`src/rtl/tone_seq_pkg.sv`:
```
// tone_seq_pkg: shared FSM state, midscale level
// and default widths for the tone sequencer slice.
package tone_seq_pkg;

  typedef enum logic [1:0] {
    IDLE,
    PLAY,
    DONE
  } state_t;

  localparam logic [7:0] MIDSCALE = 8'h80;

  localparam int NUM_TONES_D = 8;
  localparam int ADDR_W_D    = 8;
  localparam int SAMPLE_W_D  = 8;
  localparam int DIV_W_D     = 16;
  localparam int DUR_W_D     = 25;

endpackage

```
`src/rtl/tone_sequencer_if.sv`:
```
// tone_sequencer_if: control, config, ROM and DAC
// signals between the top level and the sequencer.
interface tone_sequencer_if
  import tone_seq_pkg::*;
#(
  parameter int NUM_TONES = NUM_TONES_D,
  parameter int ADDR_W    = ADDR_W_D,
  parameter int SAMPLE_W  = SAMPLE_W_D,
  parameter int DIV_W     = DIV_W_D,
  parameter int DUR_W     = DUR_W_D
);
  localparam int IDX_W = $clog2(NUM_TONES);
  localparam int LEN_W = IDX_W + 1;

  logic                start;
  logic                stop;
  logic                cfg_we;
  logic [IDX_W-1:0]    cfg_idx;
  logic [DIV_W-1:0]    cfg_div;
  logic [DUR_W-1:0]    cfg_dur;
  logic                cfg_len_we;
  logic [LEN_W-1:0]    cfg_len;
  logic [ADDR_W-1:0]   rom_addr;
  logic [SAMPLE_W-1:0] rom_q;
  logic [SAMPLE_W-1:0] sample_out;
  logic [IDX_W-1:0]    tone_idx;
  logic                busy;
  logic                done;

  modport master (
    output start, stop,
    output cfg_we, cfg_idx, cfg_div, cfg_dur,
    output cfg_len_we, cfg_len,
    output rom_q,
    input  rom_addr, sample_out, tone_idx,
    input  busy, done
  );

  modport slave (
    input  start, stop,
    input  cfg_we, cfg_idx, cfg_div, cfg_dur,
    input  cfg_len_we, cfg_len,
    input  rom_q,
    output rom_addr, sample_out, tone_idx,
    output busy, done
  );

endinterface

```
`src/rtl/tone_divider.sv`:
```
// tone_divider: reloadable cycles-per-sample counter;
// a zero divider is a rest and never ticks.
module tone_divider #(
  parameter int DIV_W = 16
) (
  input  logic             clk,
  input  logic             rst_n,
  input  logic             i_load,
  input  logic [DIV_W-1:0] i_div,
  input  logic             i_en,
  output logic             o_tick,
  output logic             o_rest
);
  logic [DIV_W-1:0] r_div;
  logic [DIV_W-1:0] r_cnt;

  assign o_rest = (r_div == '0);
  assign o_tick = i_en && !o_rest && (r_cnt == '0);

  // latch the divider on load, then count down and reload on tick
  always_ff @(posedge clk or negedge rst_n) begin
    if (!rst_n) begin
      r_div <= '0;
      r_cnt <= '0;
    end else if (i_load) begin
      r_div <= i_div;
      r_cnt <= i_div - DIV_W'(1);
    end else if (i_en && !o_rest) begin
      if (o_tick) r_cnt <= r_div - DIV_W'(1);
      else        r_cnt <= r_cnt - DIV_W'(1);
    end
  end

endmodule

```
`src/rtl/tone_sequencer.sv`:
```
// tone_sequencer: steps the sine ROM through a tone table.
// Define TONE_LOOP_EN to repeat the sequence until stop.
module tone_sequencer
  import tone_seq_pkg::*;
#(
  parameter int NUM_TONES = NUM_TONES_D,
  parameter int ADDR_W    = ADDR_W_D,
  parameter int SAMPLE_W  = SAMPLE_W_D,
  parameter int DIV_W     = DIV_W_D,
  parameter int DUR_W     = DUR_W_D
) (
  input logic         CLOCK_25,
  input logic         reset_n,
  tone_sequencer_if.slave bus
);
  localparam int IDX_W = $clog2(NUM_TONES);
  localparam int LEN_W = IDX_W + 1;
  localparam logic [LEN_W-1:0] MAX_LEN =
    LEN_W'(NUM_TONES);
  localparam logic [SAMPLE_W-1:0] MID =
    SAMPLE_W'(MIDSCALE);

  state_t r_state;
  state_t w_state_nxt;

  logic [DIV_W-1:0]    r_tab_div [NUM_TONES];
  logic [DUR_W-1:0]    r_tab_dur [NUM_TONES];
  logic [LEN_W-1:0]    r_len;
  logic [IDX_W-1:0]    r_idx;
  logic [DUR_W-1:0]    r_dur_cnt;
  logic [ADDR_W-1:0]   r_addr;
  logic [SAMPLE_W-1:0] r_sample;
  logic                r_done;

  logic             w_busy;
  logic             w_play;
  logic             w_skip;
  logic             w_end;
  logic             w_last;
  logic             w_load;
  logic [IDX_W-1:0] w_load_idx;
  logic             w_wrap;
  logic             w_done_nxt;
  logic             w_tick;
  logic             w_rest;
  logic             w_tick_eff;

  assign w_busy = (r_state == PLAY);
  assign w_play = w_busy && !bus.stop;
  assign w_skip = (r_dur_cnt == '0);
  assign w_end  = (r_dur_cnt <= DUR_W'(1));
  assign w_last = ({1'b0, r_idx} == r_len - LEN_W'(1));

  assign w_tick_eff = w_tick && !w_skip;

  tone_divider #(
    .DIV_W (DIV_W)
  ) u_div (
    .clk    (CLOCK_25),
    .rst_n  (reset_n),
    .i_load (w_load),
    .i_div  (r_tab_div[w_load_idx]),
    .i_en   (w_busy),
    .o_tick (w_tick),
    .o_rest (w_rest)
  );

  // state register
  always_ff @(posedge CLOCK_25 or negedge reset_n) begin
    if (!reset_n) r_state <= IDLE;
    else          r_state <= w_state_nxt;
  end

  // next state, entry load and end-of-sequence decode
  always_comb begin
    w_state_nxt = r_state;
    w_load      = 1'b0;
    w_load_idx  = '0;
    w_wrap      = 1'b0;
    w_done_nxt  = 1'b0;
    unique case (r_state)
      IDLE: begin
        if (bus.start && !bus.stop) begin
          if (r_len != '0) begin
            w_state_nxt = PLAY;
            w_load      = 1'b1;
          end else begin
            w_state_nxt = DONE;
            w_done_nxt  = 1'b1;
          end
        end
      end
      PLAY: begin
        if (bus.stop) begin
          w_state_nxt = IDLE;
        end else if (w_end && !w_last) begin
          w_load     = 1'b1;
          w_load_idx = r_idx + IDX_W'(1);
        end else if (w_end) begin
          w_wrap     = 1'b1;
          w_done_nxt = 1'b1;
`ifdef TONE_LOOP_EN
          w_load     = 1'b1;
`else
          w_state_nxt = DONE;
`endif
        end
      end
      DONE: w_state_nxt = IDLE;
      default: w_state_nxt = IDLE;
    endcase
  end

  // tone table and length, writable only while idle
  always_ff @(posedge CLOCK_25 or negedge reset_n) begin
    if (!reset_n) begin
      for (int i = 0; i < NUM_TONES; i++) begin
        r_tab_div[i] <= '0;
        r_tab_dur[i] <= '0;
      end
      r_len <= '0;
    end else if (r_state == IDLE) begin
      if (bus.cfg_we &&
          ({1'b0, bus.cfg_idx} < MAX_LEN)) begin
        r_tab_div[bus.cfg_idx] <= bus.cfg_div;
        r_tab_dur[bus.cfg_idx] <= bus.cfg_dur;
      end
      if (bus.cfg_len_we) begin
        r_len <= (bus.cfg_len > MAX_LEN) ?
                 MAX_LEN : bus.cfg_len;
      end
    end
  end

  // current entry, duration countdown and done pulse
  always_ff @(posedge CLOCK_25 or negedge reset_n) begin
    if (!reset_n) begin
      r_idx     <= '0;
      r_dur_cnt <= '0;
      r_done    <= 1'b0;
    end else begin
      r_done <= w_done_nxt;
      if (w_load) begin
        r_idx     <= w_load_idx;
        r_dur_cnt <= r_tab_dur[w_load_idx];
      end else if (w_busy && !w_skip) begin
        r_dur_cnt <= r_dur_cnt - DUR_W'(1);
      end
    end
  end

  // ROM address stepping and DAC sample register
  always_ff @(posedge CLOCK_25 or negedge reset_n) begin
    if (!reset_n) begin
      r_addr   <= '0;
      r_sample <= MID;
    end else if (w_play) begin
      if (w_tick_eff)             r_sample <= bus.rom_q;
      else if (w_rest && !w_skip) r_sample <= MID;
      if (w_load || w_wrap)       r_addr <= '0;
      else if (w_tick_eff)        r_addr <= r_addr + ADDR_W'(1);
    end else begin
      r_addr   <= '0;
      r_sample <= MID;
    end
  end

  assign bus.rom_addr   = r_addr;
  assign bus.sample_out = r_sample;
  assign bus.tone_idx   = r_idx;
  assign bus.busy       = w_busy;
  assign bus.done       = r_done;

endmodule

```
`src/flat_wrapper.sv`:
```
// flat-port wrapper written by rule: the top's interface ports become plain ports
module tone_sequencer_flat import tone_seq_pkg::*;
#(
  parameter int NUM_TONES = NUM_TONES_D,
  parameter int ADDR_W    = ADDR_W_D,
  parameter int SAMPLE_W  = SAMPLE_W_D,
  parameter int DIV_W     = DIV_W_D,
  parameter int DUR_W     = DUR_W_D
)
  (CLOCK_25, reset_n, bus_start, bus_stop, bus_cfg_we, bus_cfg_idx, bus_cfg_div, bus_cfg_dur, bus_cfg_len_we, bus_cfg_len, bus_rom_q, bus_rom_addr, bus_sample_out, bus_tone_idx, bus_busy, bus_done);
  tone_sequencer_if #(.NUM_TONES(NUM_TONES), .ADDR_W(ADDR_W), .SAMPLE_W(SAMPLE_W), .DIV_W(DIV_W), .DUR_W(DUR_W)) bus_i ();
  input logic CLOCK_25;
  input logic reset_n;
  input wire logic [$bits(bus_i.start)-1:0] bus_start;
  input wire logic [$bits(bus_i.stop)-1:0] bus_stop;
  input wire logic [$bits(bus_i.cfg_we)-1:0] bus_cfg_we;
  input wire logic [$bits(bus_i.cfg_idx)-1:0] bus_cfg_idx;
  input wire logic [$bits(bus_i.cfg_div)-1:0] bus_cfg_div;
  input wire logic [$bits(bus_i.cfg_dur)-1:0] bus_cfg_dur;
  input wire logic [$bits(bus_i.cfg_len_we)-1:0] bus_cfg_len_we;
  input wire logic [$bits(bus_i.cfg_len)-1:0] bus_cfg_len;
  input wire logic [$bits(bus_i.rom_q)-1:0] bus_rom_q;
  output wire logic [$bits(bus_i.rom_addr)-1:0] bus_rom_addr;
  output wire logic [$bits(bus_i.sample_out)-1:0] bus_sample_out;
  output wire logic [$bits(bus_i.tone_idx)-1:0] bus_tone_idx;
  output wire logic [$bits(bus_i.busy)-1:0] bus_busy;
  output wire logic [$bits(bus_i.done)-1:0] bus_done;
  assign bus_i.start = bus_start;
  assign bus_i.stop = bus_stop;
  assign bus_i.cfg_we = bus_cfg_we;
  assign bus_i.cfg_idx = bus_cfg_idx;
  assign bus_i.cfg_div = bus_cfg_div;
  assign bus_i.cfg_dur = bus_cfg_dur;
  assign bus_i.cfg_len_we = bus_cfg_len_we;
  assign bus_i.cfg_len = bus_cfg_len;
  assign bus_i.rom_q = bus_rom_q;
  assign bus_rom_addr = bus_i.rom_addr;
  assign bus_sample_out = bus_i.sample_out;
  assign bus_tone_idx = bus_i.tone_idx;
  assign bus_busy = bus_i.busy;
  assign bus_done = bus_i.done;
  tone_sequencer #(.NUM_TONES(NUM_TONES), .ADDR_W(ADDR_W), .SAMPLE_W(SAMPLE_W), .DIV_W(DIV_W), .DUR_W(DUR_W)) u_core (.CLOCK_25(CLOCK_25), .reset_n(reset_n), .bus(bus_i));
endmodule
```
`config.mk`:
```
export PLATFORM = sky130hd
export DESIGN_NAME = tone_sequencer_flat
export DESIGN_NICKNAME = d
export VERILOG_FILES = /design/src/rtl/tone_seq_pkg.sv /design/src/rtl/tone_sequencer_if.sv /design/src/rtl/tone_divider.sv /design/src/rtl/tone_sequencer.sv /design/src/flat_wrapper.sv
export SDC_FILE = /design/constraint.sdc
export NUM_CORES = 1
export LEC_CHECK = 0
export BUFFER_PORTS_ARGS = -buffer_cell sky130_fd_sc_hd__buf_2
export CAP_MARGIN = 25
export CORE_MARGIN = 5
export CORE_UTILIZATION = 45
export DETAILED_ROUTE_END_ITERATION = 6
export HOLD_SLACK_MARGIN = 0.06
export PLACE_DENSITY = 0.66
export SYNTH_ARGS = -nofsm -noshare
export SYNTH_HDL_FRONTEND = slang
export SYNTH_SLANG_ARGS = --single-unit
export TNS_END_PERCENT = 10
```
`constraint.sdc`:
```
create_clock -name CLOCK_25 -period 5.6 [get_ports CLOCK_25]
set_input_delay 0.84 -clock CLOCK_25 [delete_from_list [all_inputs] [get_ports CLOCK_25]]
set_output_delay 0.84 -clock CLOCK_25 [all_outputs]
set_load 0.005 [all_outputs]
```
# Word-level counts from Yosys, hierarchy flattened
# Cells that the tools add are included.
# word_totals
romBits	0
ramBits	0
latch_bits	0
inputBits	62
out_inout_bits	21
register_bits	411
memories	0
# op_classes
n_div	0
bitwise_logic	2
shifts	0
n_eq_ne	7
muxes	45
n_reduce_logical	24
n_mul	0
n_lt_le_gt_ge	5
n_addsub	7
# ops
op	n
bitwise mux 200 bit	1
bitwise mux 128 bit	1
two-way mux 25 bit	5
two-way mux 16 bit	6
binary-select mux 25 bit (select 3 bit)	1
demux 25 bit (select 3 bit)	1
binary-select mux 16 bit (select 3 bit)	1
demux 16 bit (select 3 bit)	1
two-way mux 8 bit	6
subtractor 16 x 1 -> 16 bit, second input constant	3
zero test 16 bit	2
less-or-equal comparator 25 x 1 -> 1 bit, second input constant	1
zero test 25 bit	1
subtractor 25 x 1 -> 25 bit, second input constant	1
two-way mux 1 bit	10
two-way mux 2 bit	5
logical AND 1 bit	9
two-way mux 3 bit	3
!= test 3 bit, second input constant	3
adder 8 x 1 -> 8 bit, second input constant	1
greater-or-equal comparator 4 bit, second input constant	2
NOT 3 -> 4 bit	2
equality test 3 x 4 -> 1 bit	1
greater-than comparator 4 bit, second input constant	1
other kinds (16)	22

# Logic depth before layout (Yosys ltp)
# Gate-level depths: netlist of run 1.
# depth
depth_word	13
ltp_mapped	17
mapped_depth_nobuf	16

# Hierarchy
# Synthesis of run 1 repeated with hierarchy kept, for this count alone.
# hier_totals
hier_cells	1773
area_unflattened_um2	20264.4
# modules_own_cells
mod	cells_each	area_each_um2	instances
tone_sequencer	1555	18233.7	1
tone_divider	218	2030.7	1

# Worst setup path after synthesis of run 1
# Ideal clock, no wire load.
# synth_path
kind	reg-to-reg
startpoint	register u_core.r_dur_cnt[16]
endpoint	register u_core.u_div.r_cnt[14]
stages_incl_launch_ff	17
path_buffers	2
arrival_time_ns	3.509
path_slack_ns	1.958
required_time_ns	5.468
period_less_slack_ns	3.642
cell_sequence	dfrtp_1 -> or4_4 -> nor3_2 -> nand2b_1 -> buf_6 -> or4_4 -> buf_6 -> nor2_1 -> a32oi_1 -> nand2_1 -> inv_1 -> ha_1 -> o211ai_1 -> nor4_2 -> nand4_1 -> xor2_1 -> o21ai_1
# synth_between
elab_chain_len	11
word_cells_on_any_way	15
cone_classes	1 x add/sub; 1 x order compare; 10 x mux; 1 x bitwise; 2 x reduce/logical
# synth_rtl
element	line_no	rtl
from (decl)	tone_sequencer.sv:30	logic [DUR_W-1:0] r_dur_cnt;
from (signal assigned)	tone_sequencer.sv:145	r_dur_cnt <= r_tab_dur[w_load_idx];
from (signal assigned)	tone_sequencer.sv:147	r_dur_cnt <= r_dur_cnt - DUR_W'(1);
less-or-equal comparator 25 x 1 -> 1 bit (*)	tone_sequencer.sv:51	assign w_end = (r_dur_cnt <= DUR_W'(1));
logical AND 1 bit (*)	tone_sequencer.sv:96	end else if (w_end && !w_last) begin
two-way mux 3 bit	tone_sequencer.sv:96	
two-way mux 3 bit	tone_sequencer.sv:94	if (bus.stop) begin
two-way mux 3 bit	tone_sequencer.sv:81	unique case (r_state)
NOT 3 -> 4 bit (not written as such)	tone_sequencer.sv:62	.i_div (r_tab_div[w_load_idx]),
binary-select mux 16 bit (select 3 bit)	tone_sequencer.sv:62	
two-way mux 16 bit (not written as such) (2 in series)	tone_sequencer.sv:62	
subtractor 16 x 1 -> 16 bit	tone_divider.sv:27	r_cnt <= i_div - DIV_W'(1);
two-way mux 16 bit	tone_divider.sv:25	end else if (i_load) begin
to (signal assigned)	tone_divider.sv:27	
to (signal assigned)	tone_divider.sv:29	if (o_tick) r_cnt <= r_div - DIV_W'(1);
to (signal assigned)	tone_divider.sv:30	else r_cnt <= r_cnt - DIV_W'(1);
to (decl)	tone_divider.sv:15	logic [DIV_W-1:0] r_cnt;
# Every way passes the cells marked *; elsewhere a longest branch is shown, timed or not. The select of a mux whose other input is x is not followed.
# A chain may end at the register's enable or synchronous reset.

# Final worst setup path of run 1
# layout_path
startpoint	register u_core.r_dur_cnt[10]
endpoint	register u_core.u_div.r_cnt[15]
# The elaborated chain is that of the path after synthesis.

==> results.tsv, run 1 <==
metric	value	unit
status	complete, no violations	
startpoint_type	flip-flop	
syn_avg_cell_area	11.7	µm²
cp_common_cell	nand2_1	
antenna_left	0	
cts.sinks	411	
tritoncts	yes	
overflow	0	
cts_setup_buffers	0	
yosysWarningCount	0	
period_minus_slack	4.76	ns
cap_violations	0	
synth_area	0.0196	mm²
grt.total_usage	22.7	%
core_area	0.0431	mm²
vdd_drop_max	0.000322	V
regArea	0.0103	mm²
place.gp.congestion	0.894	
holdWs	0.410	ns
max_stage_delay	0.72	ns
synth_cell_type_count	72	
drive_gt1_share	33.0	%
via_per_inst	5.91	
yosys_most_used_dff	dfrtp_1	
htreeDepth	2	
die-area	0.0479	mm²
period_share	85.0	%
post-dp-hpwl	34700	µm
crit_arrival	5.23	ns
syn_to_final_growth	13.7	%
clk_latency	0.58	ns
wirelength	53700	µm
layout_common_cells	409 x dfrtp_1, 340 x mux2_2, 142 x nand2_1	
synth-seq-area-share	52.4	%
syn_inst	1672	
ys_seq_elements	411	
numPortBuffers	82	
critPathBufInv	0	
mostFrequentLayoutCell	dfrtp_1	
fin_tns_setup	0	ns
post_cts_resized	0	
maxClockFrequency	0.210	GHz
die_y	219	µm
slew_headroom	35.2	%
multi_input_area	0.00893	mm²
p_leak	9.49	nW
ctsLongestPathBuffers	3	
finalSetupViolations	0	
pwr_density_cell	465	mW/mm²
crit_path_cell_trace	nor4_2 -> nand2_1 -> o22a_1 -> nor4_4 -> nand2_1 -> nor3_1 -> o21ai_0 -> nor4b_1 -> nand3_1 -> o31a_1 -> o31ai_1	
num_rows	76	
hold_viol_final	0	
power.total	10.4	mW
nets	1813	
drc	0	
fill_cells	3761	
rsz0062_at_grt	no	
grt_max_degree	126	
drt-initial-drc-count	1162	
io_pins	83	
numCtsBuffers	45	
grt_pass1_vias	14300	
antenna_found_initial	1	
dr.pass1.iters	5	
clk_pin_slew	0.06	ns
synth_edf_count	0	
hold_path_class	in2async	
grt_pass1_wl	85000	µm
synthesis.nets	1742	
endpoint_kind	flip-flop	
place_ws	0.965	ns
async_reset_ff_share	100	%
root_buffer	clkbuf_16	
start_util	45.5	%
worst_path_max_delay_cell	nor4_4	
finalMaxSlewViolations	0	
fin_util	51.8	%
timing.critical_path.max_delay_family	simple AND/OR/NAND/NOR gates	
routedWlPerCell	22.7	µm
critPathKind	reg2reg	
skew	0.0154	ns
required	6.07	ns
setup_slack	0.841	ns
fp.dieW	219	µm
crit_fanout	12	
cts_hold_repair.buffers	0	
worstMarginPinSlew	0.971	ns
vias	14000	
per-layer routing:
metal / up-vias / track usage, % / wire [µm]
met1: 7160 / 32.1 / 24100
met2: 417 / 35.6 / 24800
met3: 98 / 4.37 / 3450
met4: 2 / 6.93 / 1390
li1: 6290 / - / -
met5: - / 0 / 7
registers in the layout, indices dropped and copies added (netlist names):
register	cells
u_core.bus.sample_out	8
u_core.bus.rom_addr	8
u_core.r_tab_div	128
u_core.r_dur_cnt	25
u_core.r_len	4
u_core.bus.tone_idx	3
u_core.r_tab_dur	200
u_core.r_state	2
u_core.bus.done	1
u_core.u_div.r_cnt	16
u_core.u_div.r_div	16
Yosys cell counts (all sizes together), types with 9 or more instances:
cell type  instances  share of area (%)
a21o              14               0.54
a21oi             57                1.5
a31oi             34                1.1
and2              12               0.38
and3              13               0.41
buf               44               0.94
clkbuf            55                1.1
dfrtp            410                 52
inv               17               0.33
mux2             340                 20
mux2i             40                2.0
nand2            149                2.9
nand2b            15               0.48
nand3             26               0.66
nand4             18               0.65
nor2             104                2.0
nor3              29               0.82
nor4              30                1.4
o21a              17               0.65
o21ai             57                1.5
o221ai            20               0.89
o22ai             17               0.54
o32a               9               0.46
or3               13               0.41
xnor2             15               0.67
xor2              12               0.54
cell families after synthesis:
family,after synthesis,share of synthesized area (%)
buf+inv,116,2.32
xor+xnor,27,1.21
compound gates,297,10.6
simple gates,428,10.8
fa+ha+maj,8,0.510
mux,385,22.1
flops,411,52.4
worst reg2reg max path: cells and delay by family, from the launching register on:
| kind | cells | cell delay (ns) |
|---|---|---|
| compound gates | 4 | 1.20 |
| flops | 1 | 0.44 |
| simple gates | 7 | 3.01 |
where the power goes:
group	switching (mW)	internal (mW)	total, mW
Sequential	0.699	4.08	4.77
Combinational	1.26	1.32	2.58
Clock	1.23	1.79	3.01
path summary, 6_finish.rpt:
kind	from	end	slack, ns	depth (start not counted)
max	u_core.r_dur_cnt[10]	u_core.u_div.r_cnt[15]	0.84	11
max in group asynchronous	reset_n	u_core.r_tab_dur[66]	3.95	2
min	reset_n	u_core.r_tab_div[3]	0.41	1
min in group CLOCK_25	bus_stop	u_core.bus.done	0.45	2
max reg2reg	u_core.r_dur_cnt[10]	u_core.u_div.r_cnt[15]	0.84	11
min reg2reg	u_core.r_tab_div[88]	u_core.r_tab_div[88]	0.50	1
metrics by stage:
stage | std cells | area, µm²
after floorplan | 1672 | 19600
after global placement | 2278 | 20800
after detailed placement | 2278 | 20800
after CTS | 2359 | 22300
after global routing | 2362 | 22300
final | 2363 | 22300
area by class of cell:
class | count | area share [%]
Antenna cell | 1 | 0.0112
Clock buffer | 62 | 5.74
Clock inverter | 19 | 1.03
Inverter | 17 | 0.286
Multi-Input combinational cell | 1145 | 40.0
Sequential cell | 411 | 46.1
Tap cell | 585 | 3.28
Timing Repair Buffer | 123 | 3.51
Note: power is estimated with default switching activity, not from simulation.
==> run 2: changes to the inputs <==
ABC_AREA = 1   (was unset)
clock period = 4.8 ns   (was 5.6 ns; I/O delays follow)
==> results.tsv, run 2 <==
metric	value	unit	change
vdd_drop_max	0.000301	V	was 0.000322 V
pwr_density_cell	514	mW/mm²	was 465 mW/mm²
synth.most_common_cell	nand2_1		was dfrtp_1
grt.total_usage	22.5	%	was 22.7%
vias	16800		was 14000
hold_viol_final	0		unchanged
syn_avg_cell_area	8.13	µm²	was 11.7 µm²
ys_top_cells_by_area	dfrtp_1 52%, nand2_1 11%, o21ai_0 11%		was dfrtp_1 52%, mux2_2 20%, nand2_1 2.8%
drt-initial-drc-count	1636		was 1162
die_y	220	µm	was 219 µm
via_per_inst	5.45		was 5.91
largest_register_ff_count	200		unchanged
dr.pass1.iters	7		was 5
synth_top_area_share	51.7	%	was 52.3%
mostFrequentLayoutCell	nand2_1		was dfrtp_1
core_area	0.0439	mm²	was 0.0431 mm²
hold_path_class	in2async		unchanged
cap_violations	0		unchanged
power.total	11.4	mW	was 10.4 mW
cts.sinks	411		unchanged
syn_to_final_growth	11.4	%	was 13.7%
antenna_left	0		unchanged
fill_cells	4227		was 3761
clk_latency	0.60	ns	was 0.58 ns
synthesis.nets	2513		was 1742
synth_edf_count	0		unchanged
grt_pass1_vias	16300		was 14300
period_minus_slack	3.88	ns	was 4.76 ns
startpoint_type	flip-flop		unchanged
nets	2527		was 1813
tritoncts	yes		unchanged
yosys_most_used_dff	dfrtp_1		unchanged
p_leak	10.5	nW	was 9.49 nW
max_stage_delay	0.60	ns	was 0.72 ns
num_rows	77		was 76
cts_hold_repair.buffers	0		unchanged
finalMaxSlewViolations	0		unchanged
reg_top3	u_core.r_tab_dur x200, u_core.r_tab_div x128, u_core.r_dur_cnt x25		unchanged
diodes	0		was 1
status	complete, no violations		unchanged
grt_max_degree	101		was 126
synth-seq-area-share	51.8	%	was 52.4%
clk_pin_slew	0.06	ns	about the same
regMostFlops	u_core.r_tab_dur		unchanged
wirelength	53700	µm	about the same
slew_headroom	31.4	%	was 35.2%
crit_fanout	38		was 12
rsz0062_at_grt	no		unchanged
htreeDepth	2		unchanged
ctsLongestPathBuffers	3		unchanged
synth_area	0.0199	mm²	was 0.0196 mm²
routedWlPerCell	17.4	µm	was 22.7 µm
period_share	80.8	%	was 85.0%
die-area	0.0484	mm²	was 0.0479 mm²
critPathBufInv	2		was 0
place.gp.congestion	0.888		was 0.894
ys_seq_elements	411		unchanged
holdWs	0.125	ns	was 0.410 ns
layout_common_cells	588 x nand2_1, 439 x o21ai_0, 410 x dfrtp_1		was 409 x dfrtp_1, 340 x mux2_2, 142 x nand2_1
async_reset_ff_share	100	%	unchanged
drive_gt1_share	9.96	%	was 33.0%
antenna_found_initial	0		was 1
skew	0.0228	ns	was 0.0154 ns
endpoint_kind	flip-flop		unchanged
post-dp-hpwl	32000	µm	was 34700 µm
finalSetupViolations	0		unchanged
io_pins	83		unchanged
yosysWarningCount	0		unchanged
synth_largest_area_cell	dfrtp_1		unchanged
post_cts_resized	0		unchanged
critPathKind	reg2reg		unchanged
overflow	0		unchanged
cts_setup_buffers	0		unchanged
worst_path_max_delay_cell	nand2_1		was nor4_4
fp.dieW	220	µm	was 219 µm
stdcell_count	3083		was 2363
fin_util	50.4	%	was 51.8%
numPortBuffers	82		unchanged
drc	0		unchanged
timing.critical_path.max_delay_family	simple AND/OR/NAND/NOR gates		unchanged
yosys-top-cells-count	588 x nand2_1, 439 x o21ai_0, 410 x dfrtp_1		was 410 x dfrtp_1, 340 x mux2_2, 148 x nand2_1
numCtsBuffers	46		was 45
dp_cells	3001		was 2278
crit_arrival	4.34	ns	was 5.23 ns
synth_cell_type_count	43		was 72
grt_pass1_wl	87900	µm	was 85000 µm
syn_inst	2443		was 1672
root_buffer	clkbuf_16		unchanged
start_util	45.2	%	was 45.5%
maxClockFrequency	0.258	GHz	was 0.210 GHz
cp_common_cell	nand2_1		unchanged
worstMarginPinSlew	1.03	ns	was 0.971 ns
required	5.26	ns	was 6.07 ns
crit_path_cell_trace	nor2_2 -> nand2_1 -> nor2_1 -> nand3_2 -> nand2_4 -> nand2_1 -> nand2_2 -> inv_2 -> nand2_1 -> inv_1 -> a21oi_1 -> a21oi_1		was nor4_2 -> nand2_1 -> o22a_1 -> nor4_4 -> nand2_1 -> nor3_1 -> o21ai_0 -> nor4b_1 -> nand3_1 -> o31a_1 -> o31ai_1
fin_tns_setup	0	ns	unchanged
-- run 2: cell count changes in the layout (fill, tap and decap cells not counted), moves of 27 or more --
cell | before | now
nand2_1 | 142 | 588
nand3_1 | 26 | 87
a31oi_1 | 34 | 5
nand4_1 | 17 | 51
nor2_1 | 100 | 207
inv_1 | 17 | 230
mux2_2 | 340 | 0
mux2i_1 | 40 | 0
o221ai_1 | 20 | 47
o21ai_0 | 48 | 439
-- run 2: cells by family (layout without fill, tap and decap cells) --
group                      count (synthesis)  after routing  synth area share, %
AOI/OAI and AO/OA                        604            604                 16.8
and+or+nand+nor                         1015           1015                 22.2
DFF                                      411            411                 51.8
adders and majority gates                  8              8                0.504
buffers and inverters                    384            432                 7.81
xor gates and xnor gates                  21             21                0.926
-- run 2: power by group --
| part | total (mW) | switching [mW] | internal [mW] |
|---|---|---|---|
| logic | 2.60 | 1.62 | 0.976 |
| clock network | 3.52 | 1.45 | 2.06 |
| registers | 5.28 | 0.674 | 4.60 |
-- run 2: per-layer routing --
metal	track usage [%]	share of wire, %
met3	3.54	5.4
met1	31.5	45
met4	6.05	2.1
met2	36.8	47
met5	0	0
-- run 2: worst paths after layout --
path                                      start                        to  slack (ns)  depth (start not counted)
hold / removal                          reset_n       u_core.r_tab_div[4]        0.12                          1
hold reg to reg            u_core.r_tab_dur[86]      u_core.r_tab_dur[86]        0.48                          2
min in group CLOCK_25              bus_rom_q[0]  u_core.bus.sample_out[0]        0.34                          2
max in group asynchronous               reset_n      u_core.r_tab_dur[18]        3.47                          2
setup / recovery            u_core.r_dur_cnt[7]     u_core.u_div.r_cnt[7]        0.92                         12
setup reg to reg            u_core.r_dur_cnt[7]     u_core.u_div.r_cnt[7]        0.92                         12
-- run 2: metrics by stage --
stage	cell area, µm²	setup slack, ns
floorplan	19900	2.11
global placement	20600	0.966
detailed placement	20600	0.867
CTS	22100	0.831
global route	22100	0.477
finish	22100	0.920
-- run 2: area by class of cell --
type | instances | area (µm²) | share of cell area [%]
sequential | 411 | 10300 | 46.5
multi-input combinational | 1648 | 8040 | 36.3
clock buffer | 68 | 1360 | 6.12
inverter | 240 | 902 | 4.08
tap | 592 | 741 | 3.35
timing repair buffer | 110 | 668 | 3.02
clock inverter | 14 | 149 | 0.673
